===== src/rtl/hack_pkg.sv =====
// hack_pkg: types and constants shared by the HACK instruction-ROM loader.
// Optional feature macro: HACK_LOADER_CHECKSUM_EN (adds the CHK_HI/CHK_LO states).
package hack_pkg;

  localparam int WORD_W         = 16;
  localparam int ADDR_W_DEFAULT = 15;

`ifdef HACK_LOADER_CHECKSUM_EN
  typedef enum logic [2:0] {
    HDR_HI, HDR_LO, DAT_HI, DAT_LO, CHK_HI, CHK_LO, RUN, ERR
  } state_e;
`else
  typedef enum logic [2:0] {
    HDR_HI, HDR_LO, DAT_HI, DAT_LO, RUN, ERR
  } state_e;
`endif

  // Every state except the two terminal ones is still consuming bytes.
  function automatic logic is_loading(input state_e s);
    return (s != RUN) && (s != ERR);
  endfunction

endpackage


===== src/rtl/hack_loader_byte_pair.sv =====
// byte_pair: holds the high byte of a big-endian pair and, when the low byte
// arrives, registers the assembled word together with a one-cycle strobe.
// The registered word stays put between strobes, so it can drive the ROM
// write-data bus directly.
module byte_pair
  import hack_pkg::*;
(
  input  logic              clk,
  input  logic              rst,
  input  logic              hi_we_i,
  input  logic              lo_we_i,
  input  logic [7:0]        byte_i,
  output logic [7:0]        hi_o,
  output logic [WORD_W-1:0] word_o,
  output logic              vld_o
);

  logic [7:0]        hi_q;
  logic [WORD_W-1:0] word_q;
  logic              vld_q;

  // Capture the high byte of the current pair.
  always_ff @(posedge clk) begin
    if (rst) begin
      hi_q <= '0;
    end else if (hi_we_i) begin
      hi_q <= byte_i;
    end
  end

  // Assemble {hi,lo} on the low byte and strobe valid for exactly one cycle.
  always_ff @(posedge clk) begin
    if (rst) begin
      word_q <= '0;
      vld_q  <= 1'b0;
    end else begin
      vld_q <= lo_we_i;
      if (lo_we_i) begin
        word_q <= {hi_q, byte_i};
      end
    end
  end

  assign hi_o   = hi_q;
  assign word_o = word_q;
  assign vld_o  = vld_q;

endmodule


===== src/rtl/hack_loader.sv =====
// hack_loader: receives a byte stream {N_hi, N_lo, w0_hi, w0_lo, ...}, writes
// the N words into the instruction ROM at addresses 0..N-1, then releases the
// CPU from reset. An over-long header parks the loader in a sticky error state.
// Optional feature macro: HACK_LOADER_CHECKSUM_EN -- a 16-bit wrapping sum of
// the written words is compared against two trailing checksum bytes.
module hack_loader
  import hack_pkg::*;
#(
  parameter int ADDR_W    = ADDR_W_DEFAULT,
  parameter int MAX_WORDS = 32768
) (
  input  logic              clk,
  input  logic              rst,
  input  logic              in_valid,
  input  logic [7:0]        in_data,
  output logic              in_ready,
  output logic              rom_we,
  output logic [ADDR_W-1:0] rom_addr,
  output logic [WORD_W-1:0] rom_wdata,
  output logic              cpu_nrst,
  output logic              done,
  output logic              err
);

`ifdef HACK_LOADER_CHECKSUM_EN
  localparam state_e POST_DATA = CHK_HI;
`else
  localparam state_e POST_DATA = RUN;
`endif

  state_e            state_q, state_d;
  logic [ADDR_W-1:0] idx_q, idx_d;
  logic [WORD_W-1:0] cnt_q, cnt_d;
  logic [ADDR_W-1:0] addr_q;
  logic              ready_q;
  logic              done_q;
  logic              err_q;
`ifdef HACK_LOADER_CHECKSUM_EN
  logic [WORD_W-1:0] sum_q, sum_d;
`endif

  logic              accept;
  logic              hi_we;
  logic              lo_we;
  logic [7:0]        pair_hi;
  logic [WORD_W-1:0] pair_word;
  logic              pair_vld;
  logic [WORD_W-1:0] pair_w;
  logic              last_word;

  assign accept    = in_valid && ready_q;
  // Word formed by the latched high byte and the byte on the bus right now.
  assign pair_w    = {pair_hi, in_data};
  assign last_word = ((32'(idx_q) + 32'd1) == 32'(cnt_q));

  byte_pair u_pair (
    .clk     (clk),
    .rst     (rst),
    .hi_we_i (hi_we),
    .lo_we_i (lo_we),
    .byte_i  (in_data),
    .hi_o    (pair_hi),
    .word_o  (pair_word),
    .vld_o   (pair_vld)
  );

  // Next-state logic: one state step per accepted byte, nothing on stalls.
  always_comb begin
    state_d = state_q;
    idx_d   = idx_q;
    cnt_d   = cnt_q;
    hi_we   = 1'b0;
    lo_we   = 1'b0;
`ifdef HACK_LOADER_CHECKSUM_EN
    sum_d   = sum_q;
`endif
    if (accept) begin
      case (state_q)
        HDR_HI: begin
          hi_we   = 1'b1;
          state_d = HDR_LO;
        end
        HDR_LO: begin
          cnt_d = pair_w;
          idx_d = '0;
          if (32'(pair_w) > 32'(MAX_WORDS)) begin
            state_d = ERR;
          end else if (pair_w == '0) begin
            state_d = POST_DATA;
          end else begin
            state_d = DAT_HI;
          end
        end
        DAT_HI: begin
          hi_we   = 1'b1;
          state_d = DAT_LO;
        end
        DAT_LO: begin
          lo_we = 1'b1;
`ifdef HACK_LOADER_CHECKSUM_EN
          sum_d = sum_q + pair_w;
`endif
          if (last_word) begin
            state_d = POST_DATA;
          end else begin
            idx_d   = idx_q + 1'b1;
            state_d = DAT_HI;
          end
        end
`ifdef HACK_LOADER_CHECKSUM_EN
        CHK_HI: begin
          hi_we   = 1'b1;
          state_d = CHK_LO;
        end
        CHK_LO: begin
          state_d = (pair_w == sum_q) ? RUN : ERR;
        end
`endif
        default: begin
          state_d = state_q;
        end
      endcase
    end
  end

  // FSM state, word index and header count.
  always_ff @(posedge clk) begin
    if (rst) begin
      state_q <= HDR_HI;
      idx_q   <= '0;
      cnt_q   <= '0;
    end else begin
      state_q <= state_d;
      idx_q   <= idx_d;
      cnt_q   <= cnt_d;
    end
  end

`ifdef HACK_LOADER_CHECKSUM_EN
  // Running checksum of every word written this load.
  always_ff @(posedge clk) begin
    if (rst) begin
      sum_q <= '0;
    end else begin
      sum_q <= sum_d;
    end
  end
`endif

  // Registered outputs: ready follows the state being entered, done lags RUN
  // by a cycle so the final ROM write never overlaps the CPU leaving reset.
  always_ff @(posedge clk) begin
    if (rst) begin
      addr_q  <= '0;
      ready_q <= 1'b0;
      done_q  <= 1'b0;
      err_q   <= 1'b0;
    end else begin
      if (lo_we) begin
        addr_q <= idx_q;
      end
      ready_q <= is_loading(state_d);
      done_q  <= (state_q == RUN);
      err_q   <= (state_d == ERR);
    end
  end

  assign in_ready  = ready_q;
  assign rom_we    = pair_vld;
  assign rom_addr  = addr_q;
  assign rom_wdata = pair_word;
  assign cpu_nrst  = done_q;
  assign done      = done_q;
  assign err       = err_q;

endmodule


===== config.mk =====
export PLATFORM = sky130hd
export DESIGN_NAME = hack_loader
export DESIGN_NICKNAME = d
export VERILOG_FILES = /design/src/rtl/hack_pkg.sv /design/src/rtl/hack_loader_byte_pair.sv /design/src/rtl/hack_loader.sv
export SDC_FILE = /design/constraint.sdc
export NUM_CORES = 1
export LEC_CHECK = 0
export ABC_AREA = 1
export CAP_MARGIN = 20
export CORE_UTILIZATION = 59
export CTS_CLUSTER_DIAMETER = 150
export DETAILED_ROUTE_END_ITERATION = 8
export DONT_BUFFER_PORTS = 1
export PLACE_DENSITY = 0.75
export SYNTH_ARGS = -nofsm -noshare
export SYNTH_HDL_FRONTEND = slang
export SYNTH_SLANG_ARGS = --single-unit

===== constraint.sdc =====
create_clock -name clk -period 2.71 [get_ports clk]
set_input_delay 0.271 -clock clk [delete_from_list [all_inputs] [get_ports clk]]
set_output_delay 0.271 -clock clk [all_outputs]
set_load 0.05 [all_outputs]

# Yosys cells after proc, flatten, opt, wreduce, memory -nomap -nowiden

Index checks and enable logic that the tools add are counted.

Magnitude comparators: 1
Muxes and demuxes: 11
Equality and inequality tests: 9
Add/subtract/negate cells: 2
Reductions and logical operators: 8

Operators with widths:

| operator                                               | number |
|---|---|
| one-hot mux 15 bit (2 select lines)                    | 1 |
| adder 15 x 1 -> 16 bit (second input constant)         | 1 |
| equality test 16 bit                                   | 1 |
| greater-than comparator 16 bit (second input constant) | 1 |
| zero test 16 bit                                       | 1 |
| adder 15 x 1 -> 15 bit (second input constant)         | 1 |
| two-way mux 15 bit                                     | 1 |
| two-way mux 3 bit                                      | 4 |
| one-hot mux 3 bit (4 select lines)                     | 1 |
| equality test 3 x 2 -> 1 bit (second input constant)   | 2 |
| equality test 3 bit (second input constant)            | 2 |
| inequality test 3 bit (second input constant)          | 2 |
| two-way mux 1 bit                                      | 4 |
| equality test 3 x 1 -> 1 bit (second input constant)   | 1 |
| zero test 3 bit                                        | 1 |
| AND reduction 3 bit                                    | 1 |
| logical AND 1 bit                                      | 2 |
| inequality test 2 bit (second input constant)          | 1 |
| AND reduction 2 bit                                    | 1 |
| nonzero test 2 bit                                     | 1 |
| OR reduction 2 bit                                     | 1 |

Logic and storage cells: 41
Input bits: 11
Bits in registers: 77
Output and inout port bits: 36

# Logic depth before layout (Yosys ltp)

Depth after elaboration: 7
Depth in mapped cells: 18
Depth with buffers taken out: 17

# Cells and area by module

From an unflattened synthesis, not the netlist that was laid out.

Cells, all modules: 588
Area total of the unflattened synthesis: 3,822.4 um^2

By module, submodules not included:

| module      | cells an instance | times used | area an instance (um^2) |
|---|---|---|---|
| hack_loader | 440               | 1          | 2,807.7 |
| byte_pair   | 148               | 1          | 1,014.7 |

# Worst setup path after synthesis

OpenSTA, ideal clock, no wires.

Path kind: register -> register
Start point: register idx_q[0]
End point: register idx_q[3]
Slack: 0.587 ns
Stages on the path, launching flop included: 18
Arrival time: 2.010 ns
Path buffers: 1
Cells stage by stage: dfxtp_1 -> ha_1 -> nand2_1 -> nor2_4 -> nand2_1 -> nand2_1 -> nand2_1 -> nand2_1 -> nand2_1 -> nor2_1 -> nand2_1 -> nor2_2 -> nand3_2 -> nand2_4 -> nand2_4 -> buf_2 -> nor2_1 -> nor2_1

Longest elaborated chain between the ends: 4

RTL lines:

| what                            | line               | source |
|---|---|---|
| from (decl)                     | hack_loader.sv:32  | `logic [ADDR_W-1:0] idx_q, idx_d;` |
| from (signal assigned)          | hack_loader.sv:134 | `idx_q <= idx_d;` |
| adder 15 x 1 -> 16 bit          | hack_loader.sv:54  | `assign last_word = ((32'(idx_q) + 32'd1) == 32'(cnt_q));` |
| equality test 16 bit            | hack_loader.sv:54  |  |
| inequality test 2 bit (no line) | -                  |  |
| AND reduction 3 bit (no line)   | -                  |  |

Several ways; a longest one is shown, not always the timed one. The select of a mux whose other input is x is not followed.
A chain may end at the register's enable or synchronous reset.

# Worst setup path after layout

Start point: register idx_q[1]
End point: register idx_q[12]

The elaborated chain is that of the path after synthesis.

==> flow_summary.json <==
{
  "cp_max_fo": 22,
  "ios": 47,
  "netlist_instances": 550,
  "synth_top_family_by_area": "simple AND/OR/NAND/NOR gates",
  "core.rowCount": 28,
  "path_clk_slew_ns": 0.09,
  "antenna_cells": 0,
  "post_cts_buffers": 0,
  "drtPass1Iterations": 4,
  "drt-vias-per-instance": 5.48,
  "muxShareOfSynthArea": 0,
  "fin_cells": 626,
  "htreeDepth": 3,
  "routed_wl_mm": 8.94,
  "nets": 558,
  "drc": 0,
  "hp-start": "in_data[4]",
  "cp.arrival_ns": 2.74,
  "grt_overflow": 0,
  "min_path_cells": 2,
  "path_class": "reg2reg",
  "mostFrequentLayoutCell": "nand2_1",
  "fin_ws_ns": 0.259,
  "antenna_found_initial": 0,
  "grt_use_met2": 0.472,
  "cts-root-buf": "clkbuf_8",
  "dieHeight_um": 80.9,
  "grt_use_total": 0.294,
  "yosys.area_share.simple": 0.330,
  "synth_xor_area_frac": 0.0119,
  "rsz0062_at_grt": "false",
  "synth_cell_types": 29,
  "switching_power_uw": 614,
  "start_util": 0.616,
  "start_kind": "register",
  "synth_edf_count": 0,
  "ys_seq_area_frac": 0.420,
  "comb_power_share": 0.082,
  "synth_adder_area_share": 0.00341,
  "gp_congestion": 0.951,
  "ant_nets": 0,
  "dp_slack_ns": 0.298,
  "drt-initial-drc-count": 174,
  "syn_area_um2": 3670,
  "cts.sinks": 77,
  "grt_pass1_vias": 3184,
  "relSlewSlack": 0.382,
  "r2r_slack_ns": 0.26,
  "avgRoutedWirePerCell_um": 14.3,
  "fmax_mhz": 408,
  "clk_latency_ns": 0.35,
  "ys_ff_latch": 77,
  "grt_pass1_wl_mm": 14.6,
  "fin_tns_setup_ns": 0,
  "top_usage_layer": "met2",
  "ir_drop_uv": 432,
  "seq_power_share": 0.555,
  "synth_flop_cell": "dfxtp_1",
  "internal_power_mw": 1.56,
  "end_kind": "register",
  "fin_crit_ns": 2.45,
  "vias": 3432,
  "hpwl_mm": 6.32,
  "r2r-end": "idx_q[12]$_SDFFE_PP0P_",
  "hold_viol": 0,
  "drive_gt1_frac": 0.0780,
  "grt.met1_usage": 0.379,
  "cts-buffers-inserted": 9,
  "reg2reg_depth": 17,
  "tritoncts": "yes",
  "switching_share": 0.283,
  "yosysWarnings": 0,
  "setup_viol": 0,
  "status": "finished, final reports clean",
  "numPlacedInstances": 609,
  "hold_class": "in2reg",
  "p_per_area_nw_per_um2": 555,
  "worst_pin_slew_ns": 0.926,
  "gr-usage-met3": 0.0596,
  "die_area_um2": 6540,
  "max_cap_violations": 0,
  "area_growth_pct": 6.61,
  "slew_violations": 0,
  "synth_compound_area_frac": 0.154,
  "die_w_um": 80.9,
  "grt_max_degree": 38,
  "core-area_um2": 5960,
  "synth_nets": 562,
  "fill_cells": 556,
  "async_flop_share": 0,
  "cts_max_path_buffers": 2,
  "period_share": 0.904,
  "syn_area_per_cell_um2": 6.67,
  "port_buffers": 0,
  "hold_end": "u_pair.word_o[4]$_SDFFE_PP0P_",
  "skew_ns": 0.0112,
  "hold_slack_ns": 0.128,
  "clkPwrFrac": 0.363,
  "r2r_start": "idx_q[1]$_SDFFE_PP0P_",
  "worst_ep_required_time_ns": 2.99,
  "mostFrequentLayoutCells": "nand2_1 (128), nor2_1 (85), dfxtp_1 (77)",
  "leakage_nw": 1.67
}
[worst max path at each step]
stage	slack (ns)	end	from
6_report	0.26	idx_q[12]$_SDFFE_PP0P_	idx_q[1]$_SDFFE_PP0P_
3_3_place_gp	0.41	idx_q[12]$_SDFFE_PP0P_	idx_q[1]$_SDFFE_PP0P_
4_1_cts	0.28	idx_q[12]$_SDFFE_PP0P_	idx_q[1]$_SDFFE_PP0P_
2_1_floorplan	0.59	idx_q[3]$_SDFFE_PP0P_	idx_q[0]$_SDFFE_PP0P_
3_5_place_dp	0.30	idx_q[3]$_SDFFE_PP0P_	idx_q[1]$_SDFFE_PP0P_
5_1_grt	0.005	idx_q[2]$_SDFFE_PP0P_	idx_q[1]$_SDFFE_PP0P_
[power groups by stage]
stage | Combinational [mW] | Sequential [mW] | Clock (mW)
final | 0.179 | 1.20 | 0.788
after global placement | 0.170 | 1.23 | 0
after floorplan | 0.137 | 1.22 | 0
after CTS | 0.176 | 1.20 | 0.803
after detailed placement | 0.173 | 1.23 | 0
after global routing | 0.205 | 1.21 | 0.841
[layout make-up]
cell class,count,area [um^2],area share
inverter,51,191,0.0489
clock buffer,10,128,0.0326
multi-input combinational,399,1850,0.472
clock inverter,6,47.5,0.0122
timing repair buffer,8,62.6,0.0160
tap,75,93.8,0.0240
sequential,77,1540,0.394
[what timing repair did]
action                                  4_1_cts  5_1_grt
resized for setup                             0        1
hold buffers                                  1        0
hold endpoints to repair                      5        0
endpoints found under the setup margin        0        3
[critical path, cell delays in order (launching register included)]
cell	delay [ns]
dfxtp_1	0.42
ha_1	0.24
nand2_1	0.12
nor2_4	0.27
nand2_1	0.11
nand2_1	0.09
nand2_1	0.05
nand2_1	0.08
nand2_1	0.06
nor2_1	0.11
nand2_1	0.09
nor2_2	0.14
nand3_2	0.09
nand2_4	0.14
nand2_8	0.13
nand2_1	0.12
nand2_1	0.05
nor2_1	0.08
[Yosys cell counts (4+ instances only)]
master | number | area, um^2
inv_1 | 45 | 169
nor2_2 | 6 | 37.5
nand3b_1 | 6 | 45.0
a21oi_1 | 54 | 270
nor2_1 | 86 | 323
dfxtp_1 | 77 | 1540
o21ai_0 | 57 | 285
nand4_1 | 10 | 62.6
clkbuf_1 | 14 | 52.6
nand3_1 | 31 | 155
inv_2 | 5 | 18.8
xor2_1 | 4 | 35.0
nand2_1 | 128 | 480
[sequential cells by signal, indices dropped and copies added (netlist names)]
| signal | flops |
|---|---|
| cnt_q | 16 |
| err | 1 |
| u_pair.word_o | 16 |
| u_pair.vld_o | 1 |
| rom_addr | 15 |
| state_q | 3 |
| in_ready | 1 |
| idx_q | 15 |
| cpu_nrst | 1 |
| u_pair.hi_o | 8 |
[cells by family (layout without fill, tap and decap cells)]
logic type / Yosys count / count (layout)
compound gates: 113 / 113
flops: 77 / 77
buf+inv: 74 / 75
fa+ha+maj: 1 / 1
simple gates: 280 / 280
xor+xnor: 5 / 5
[metrics by stage]
step | power [mW] | util | cell area [um^2]
2_1_floorplan | 1.36 | - | 3670
3_3_place_gp | 1.40 | 0.624 | 3720
3_5_place_dp | 1.40 | 0.624 | 3720
4_1_cts | 2.18 | 0.655 | 3900
5_1_grt | 2.25 | 0.657 | 3910
6_report | 2.17 | 0.657 | 3910
[metal layers]
metal,up-vias,share of wire
met2,112,0.45
met1,1529,0.48
met3,21,0.051
li1,1770,-
met4,0,0.025
met5,-,0
(Power assumes the default switching activity.)
